**config.mk**
```make
export PLATFORM = sky130hd
export DESIGN_NAME = seg_display_scheduler
export DESIGN_NICKNAME = d
export VERILOG_FILES = /design/src/rtl/seg_display_scheduler.sv
export SDC_FILE = /design/constraint.sdc
export NUM_CORES = 1
export LEC_CHECK = 0
export BUFFER_PORTS_ARGS = -buffer_cell sky130_fd_sc_hd__buf_4
export CORE_ASPECT_RATIO = 0.9
export CORE_MARGIN = 2
export CORE_UTILIZATION = 64
export CTS_CLUSTER_SIZE = 12
export DETAILED_ROUTE_END_ITERATION = 16
export PLACE_DENSITY = 0.85
export SKIP_CTS_REPAIR_TIMING = 1
export SLEW_MARGIN = 15
export SYNTH_ARGS = -nofsm -noshare
export SYNTH_HDL_FRONTEND = slang
export SYNTH_SLANG_ARGS = --single-unit
```
**constraint.sdc**
```tcl
create_clock -name clk -period 6.1 [get_ports clk]
set_clock_uncertainty 0.1 [all_clocks]
set_input_delay 0.915 -clock clk [delete_from_list [all_inputs] [get_ports clk]]
set_output_delay 0.915 -clock clk [all_outputs]
set_load 0.01 [all_outputs]
```
**src/rtl/seg_display_scheduler.sv**
```systemverilog
// Scans four hex digits onto a common-anode 7-segment display with coherent frame
// snapshots, one-cycle anode dead time between digits, and optional whole-display blinking.
module seg_display_scheduler #(
    parameter int unsigned REFRESH_DIV = 100000,
    parameter int unsigned BLINK_DIV   = 25000000
) (
    input  logic       clk,
    input  logic       rst_n,
    input  logic [3:0] digit_one,
    input  logic [3:0] digit_two,
    input  logic [3:0] digit_three,
    input  logic [3:0] digit_four,
    input  logic       one_en,
    input  logic       two_en,
    input  logic       three_en,
    input  logic       four_en,
    input  logic       blink_en,
    output logic [3:0] an,
    output logic [6:0] seg,
    output logic       frame_tick
);

    localparam int RW = (REFRESH_DIV > 1) ? $clog2(REFRESH_DIV) : 1;
    localparam int BW = (BLINK_DIV > 1) ? $clog2(BLINK_DIV) : 1;
    localparam logic [RW-1:0] REFRESH_LAST = RW'(REFRESH_DIV - 1);
    localparam logic [BW-1:0] BLINK_LAST   = BW'(BLINK_DIV - 1);

    logic [RW-1:0]     cnt_q, cnt_d;
    logic [1:0]        idx_q, idx_d;
    logic [BW-1:0]     blink_cnt_q, blink_cnt_d;
    logic              blink_on_q, blink_on_d;
    logic [3:0][3:0]   snap_val_q, snap_val_d;
    logic [3:0]        snap_en_q, snap_en_d;
    logic [3:0]        an_q, an_d;
    logic [6:0]        seg_q, seg_d;
    logic              frame_tick_q, frame_tick_d;

    logic              slot_end;
    logic              frame_start;
    logic              blank;
    logic [3:0]        cur_val;
    logic              cur_en;

    function automatic logic [6:0] hex_to_seg(input logic [3:0] v);
        logic [6:0] s;
        case (v)
            4'h0:    s = 7'b1000000;
            4'h1:    s = 7'b1111001;
            4'h2:    s = 7'b0100100;
            4'h3:    s = 7'b0110000;
            4'h4:    s = 7'b0011001;
            4'h5:    s = 7'b0010010;
            4'h6:    s = 7'b0000010;
            4'h7:    s = 7'b1111000;
            4'h8:    s = 7'b0000000;
            4'h9:    s = 7'b0010000;
            4'hA:    s = 7'b0001000;
            4'hB:    s = 7'b0000011;
            4'hC:    s = 7'b1000110;
            4'hD:    s = 7'b0100001;
            4'hE:    s = 7'b0000110;
            default: s = 7'b0001110;
        endcase
        return s;
    endfunction

    always_comb begin
        slot_end    = (cnt_q == REFRESH_LAST);
        cnt_d       = slot_end ? '0 : cnt_q + 1'b1;
        idx_d       = slot_end ? idx_q + 2'd1 : idx_q;
        // Count 0 of index 0 is the first cycle of every frame, including right after reset.
        frame_start = (cnt_q == '0) && (idx_q == 2'd0);

        blink_cnt_d = (blink_cnt_q == BLINK_LAST) ? '0 : blink_cnt_q + 1'b1;
        blink_on_d  = (blink_cnt_q == BLINK_LAST) ? ~blink_on_q : blink_on_q;

        snap_val_d = snap_val_q;
        snap_en_d  = snap_en_q;
        if (frame_start) begin
            snap_val_d = {digit_four, digit_three, digit_two, digit_one};
            snap_en_d  = {four_en, three_en, two_en, one_en};
        end

        cur_val = snap_val_q[idx_q];
        cur_en  = snap_en_q[idx_q];
        // Dead time also blanks seg so it only ever changes while all anodes are off.
        blank   = (cnt_q == '0) || !cur_en || (blink_en && !blink_on_q);

        an_d         = blank ? 4'b1111 : ~(4'b1000 >> idx_q);
        seg_d        = blank ? 7'b1111111 : hex_to_seg(cur_val);
        frame_tick_d = frame_start;
    end

    always_ff @(posedge clk or negedge rst_n) begin
        if (!rst_n) begin
            cnt_q        <= '0;
            idx_q        <= 2'd0;
            blink_cnt_q  <= '0;
            blink_on_q   <= 1'b1;
            snap_val_q   <= '0;
            snap_en_q    <= '0;
            an_q         <= 4'b1111;
            seg_q        <= 7'b1111111;
            frame_tick_q <= 1'b0;
        end else begin
            cnt_q        <= cnt_d;
            idx_q        <= idx_d;
            blink_cnt_q  <= blink_cnt_d;
            blink_on_q   <= blink_on_d;
            snap_val_q   <= snap_val_d;
            snap_en_q    <= snap_en_d;
            an_q         <= an_d;
            seg_q        <= seg_d;
            frame_tick_q <= frame_tick_d;
        end
    end

    assign an         = an_q;
    assign seg        = seg_q;
    assign frame_tick = frame_tick_q;

endmodule
```
# After elaboration in Yosys (flattened, before gate mapping)
# Memories as Yosys holds them, arrays and structs flattened.
# Index checks and enable logic that the tools add are counted.
# word_totals
wordCells	38
out_inout_bits	12
ff_bits	77
memories	1
mem_bits_ro	112
# mem_list
name	depth	word_bits	read_ports	rd_ports_with_merged_regs	wr	line_no	source
(name not given)	16	7	1	0	0	46	case (v)
# classes
bitwise_logic	2
shift	1
n_addsub	3
n_mux	8
n_reduce_logical	8
magnitude_cmp	1
eq_ne	2
# op_table
op	count
25-bit by 1-bit adder with 25-bit output, second input constant	1
25-bit equality test, second input constant	1
25-bit 2-to-1 mux	1
17-bit by 1-bit adder with 17-bit output, second input constant	1
17-bit equality test, second input constant	1
17-bit logical NOT	1
17-bit 2-to-1 mux	1
4-bit binary-select mux with 2-bit select	1
4-bit 2-to-1 mux	2
7-bit 2-to-1 mux	1
4-bit NOT	1
4-bit by 2-bit >> shifter with 4-bit output, first input constant	1
2-bit by 3-bit < comparator with 1-bit output, second input constant	1
2-bit by 1-bit adder with 2-bit output, second input constant	1
1-bit binary-select mux with 2-bit select	1
1-bit logical AND	2
1-bit logical NOT	2
2-bit logical NOT	1
1-bit logical OR	2
1-bit 2-to-1 mux	1
1-bit NOT	1

# Logic depth before layout (Yosys ltp)
# logic_depth
word_depth	6
depth_mapped	7

# Least setup slack after synthesis
# No wires, ideal clock.
# synth_path
path_kind	flip-flop to flip-flop
startpoint	reg idx_q[0]
endpoint	reg seg_q[3] (netlist: seg[3])
n_path_buf	1
required_time_ns	5.913
path_stages_with_launch	7
slack_ns	4.078
t_arrival_ns	1.835
cell_sequence	dfrtp_1 buf_2 mux4_2 ha_1 or2_2 a21oi_1 o21ai_0
# synth_via
elab_chain_cells	6
elab_cells_between_ends	9
cone_classes	mux: 5; reduce/logical: 3; memory: 1
# synth_rtl
item	line_no	source
start: declaration	29	logic [1:0] idx_q, idx_d;
start signal: assignment	107	idx_q <= idx_d;
parallel branches: the longest is 5 deep, another holds memory 16 x 7 bit	-	
7-bit 2-to-1 mux *	90	seg_d = blank ? 7'b1111111 : hex_to_seg(cur_val);
net seg_d[3]	35	logic [6:0] seg_q, seg_d;
end signal: assignment	113	seg_q <= seg_d;
end: declaration	35	
# Mark *: on every way through the listed nets, which the timed path passes. The select of a mux whose other input is x is not followed.
# A chain may end at the register's enable or synchronous reset.

# Final worst setup path
# Same ends and word-level chain as after synthesis.

==> results by group <==
Outcome
  • Status: complete, no violations

Drt
  • DRT Pass-1 Iters: 4
  • Detail Route Antenna Nets: 0
  • Vias/cell: 5.909
  • Total wire length: approximately 6.6 mm
  • Drt drc: 0
  • Iter 0 DRT Violations: 128
  • Routed via count: ~2600
  • DR WL/cell: around 15 um

Clock tree
  • # H-tree levels: 3
  • Clock transition at path regs: around 0.070 ns
  • # clock sinks: 77
  • Clk buf depth: 2
  • Worst-Skew Late Latency: 0.35 ns
  • CTS root buf: clkbuf_8
  • CTS tree: done
  • CTS buffer count: 9

Yosys
  • Synth Cell Area: roughly 0.0038 mm2
  • Post-synth EDFFs: 0
  • Cells after Synth: 330
  • Avg Cell Area, Syn: 11.47 um2
  • Syn nets: about 370
  • Synth top cells by count: dfrtp_1, nand2_1, nor2_1, mux2_2, xor2_1
  • Synth top area cells: dfrtp_1, dfstp_2, mux2_2
  • Top cell type's share of synthesized area: a little over two fifths
  • Area leader, netlist: dfrtp_1
  • Predominant post-synthesis flop cell: dfrtp_1
  • Register area share after synthesis: between 50 and 60%
  • Synth Register Bits: 77
  • Yosys warning count: 0
  • Top-count cell post-synth: dfrtp_1
  • Async SR Flop Fraction: 100.0%
  • Count of different cell masters after synthesis: 45

Global routing
  • Total GRT Usage: 22.54%
  • Largest net degree at the start of global routing: just under 80
  • First-pass GRT wire length: 11.56 mm
  • Number of global-route vias before repair: 2489
  • Antenna violations before repair: 0
  • GRT Residual Overflow: 0

STA
  • RSZ-0062 raised after global routing: false
  • Hold Violations, Final: 0
  • Fin crit period: ~2.3 ns
  • Final WS setup: 3.835 ns
  • Setup violations, final: 0
  • Fmax: ~0.44 GHz
  • Slew HR: between 30% and 40%
  • Slew at the pin with the worst max-slew slack: 0.9568 ns
  • Max-slew violations: 0
  • Period utilization: 37.14%
  • Setup TNS: 0 ns

Worst setup path
  • Worst Reg-to-Reg Cells: 5
  • Worst path slowest cell: mux4_2
  • Worst setup EP type: register
  • Data required, critical path: about 6.3 ns
  • CP arrival: about 2.4 ns
  • Startpoint types: register
  • Max Fanout on Critical Path: 8
  • Crit path cell chain: mux4_2 > ha_1 > or2_2 > a21oi_1 > o21ai_0
  • Critical path class: reg -> reg
  • Worst path max stage delay: about 0.63 ns
  • R2R Setup Slk: ~3.8 ns

Worst hold path
  • WHS Path Cells: 1
  • Min-Delay Path Class: reg -> reg

Power and ir drop
  • Sequential share of power: around three fifths
  • Power density over cell area: about 210 mW/mm2
  • Clock Power Share: between 30% and 40%
  • Total power: around 900 uW
  • Cell Int Power: about 710 uW
  • NetSw: 198.4 uW
  • Combinational group share of total power: 5.9%
  • Sw Share: a little over a fifth
  • Max IR drop VDD: between 0.00015 and 0.0002 V
  • Cell leakage power: 0.001851 uW

Floorplan
  • Die height: just under 80 um
  • Initial Util: roughly 66%
  • Die area: between 0.006 and 0.007 mm2
  • Die W: between 80 and 90 um
  • Row cnt: 26
  • Num ports: 35
  • Core Box Area: around 0.0057 mm2

Finish
  • N_diodes: 0
  • Share of layout cells above drive strength 1: 25.75%
  • Final net count: 401
  • Area grow syn2layout: 12.20%

Placed design
  • Post-DP HPWL: around 4.6 mm
  • Pre-CTS WS: about 3.9 ns
  • PortBufs: 34
  • GPL Wtd Cong: slightly above 0.8

Flow run
  • Max cap viols: 0
## power by group through the flow
stage,clock [uW],combinational (uW),sequential [uW]
2_1_floorplan,0,23.7,537
3_3_place_gp,0,52.3,537
3_5_place_dp,0,54.2,537
4_1_cts,332,54.2,528
5_1_grt,357,59.3,529
6_report,323,53.1,528
## layout make-up
type / instances / area (um2)
sequential: 77 / 1942
multi-input combinational: 230 / 1750
fill: 391 / 1446
timing repair buffer: 35 / 262.8
clock buffer: 13 / 148.9
tap: 70 / 87.58
inverter: 12 / 45.04
clock inverter: 2 / 10.01
## per-layer routing
layer	up-vias	track usage, %	routed length (um)
met5	-	0	0
met4	0	7.460	108
met3	12	8.073	300
met2	58	34.61	3188
met1	1280	30.00	2976
li1	1244	-	-
## final timing paths
kind	from	to
max reg2reg	idx_q[0]$_DFFE_PN0N_	seg[3]$_DFF_PN1_
max in group asynchronous	rst_n	cnt_q[1]$_DFF_PN0_
min reg2reg	blink_cnt_q[23]$_DFF_PN0_	blink_cnt_q[23]$_DFF_PN0_
min	blink_cnt_q[23]$_DFF_PN0_	blink_cnt_q[23]$_DFF_PN0_
max	idx_q[0]$_DFFE_PN0N_	seg[3]$_DFF_PN1_
min in group asynchronous	rst_n	blink_cnt_q[3]$_DFF_PN0_
## registers in the layout, summed over array words and instances, names as in the netlist
signal,cells
snap_val_q,16
seg,7
cnt_q,17
idx_q,2
blink_cnt_q,25
frame_tick,1
blink_on_q,1
snap_en_q,4
an,4
## metrics by stage
step | cells | hold slack, ns | area, um2 | utilization, %
after floorplan | 330 | 0.3539 | 3785 | -
after CTS | 439 | 0.3990 | 4247 | 74.59
final | 439 | 0.3970 | 4247 | 74.59
after global routing | 439 | 0.4172 | 4247 | 74.59
after global placement | 424 | 0.3792 | 4088 | 71.80
after detailed placement | 424 | 0.3820 | 4088 | 71.80
## critical path: cells and delay by family, from the launching register on
| kind | cells | cell delay [ns] |
|---|---|---|
| AO/OA/AOI/OAI | 2 | 0.24 |
| adder cells (fa/ha/maj) | 1 | 0.27 |
| flip-flops | 1 | 0.61 |
| multiplexers | 1 | 0.63 |
| AND/OR/NAND/NOR | 1 | 0.31 |
## cells by family (layout without fill, tap and decap cells)
kind of cell | count (synthesis) | after routing | share of synthesized area (%)
muxes | 28 | 28 | 10.12
adders and majority gates | 13 | 13 | 4.298
DFF | 77 | 77 | 51.31
AOI/OAI and AO/OA | 33 | 33 | 5.554
xor gates and xnor gates | 34 | 34 | 7.868
buffers and inverters | 23 | 62 | 2.611
and+or+nand+nor | 122 | 122 | 18.25
## placed cells by master (no fill, tap or decap), types with 3 or more instances in the layout
| cell type | count |
|---|---|
| nand3_1 | 14 |
| ha_1 | 13 |
| nor2b_1 | 3 |
| mux4_2 | 6 |
| nand2_1 | 27 |
| o21ai_0 | 7 |
| or4_1 | 4 |
| buf_4 | 35 |
| xnor2_1 | 14 |
| nor4_1 | 6 |
| or3_1 | 8 |
| o31ai_1 | 6 |
| clkbuf_8 | 10 |
| clkbuf_1 | 3 |
| xor2_1 | 20 |
| dfstp_2 | 12 |
| mux2_2 | 21 |
| dfrtp_1 | 65 |
| nor3_1 | 6 |
| nand4_1 | 9 |
| nor2_1 | 23 |
| inv_1 | 12 |
| o211ai_1 | 4 |
| and3_1 | 4 |
| and4_1 | 3 |
| a21oi_1 | 9 |
Power figures use the tool's default switching activity.
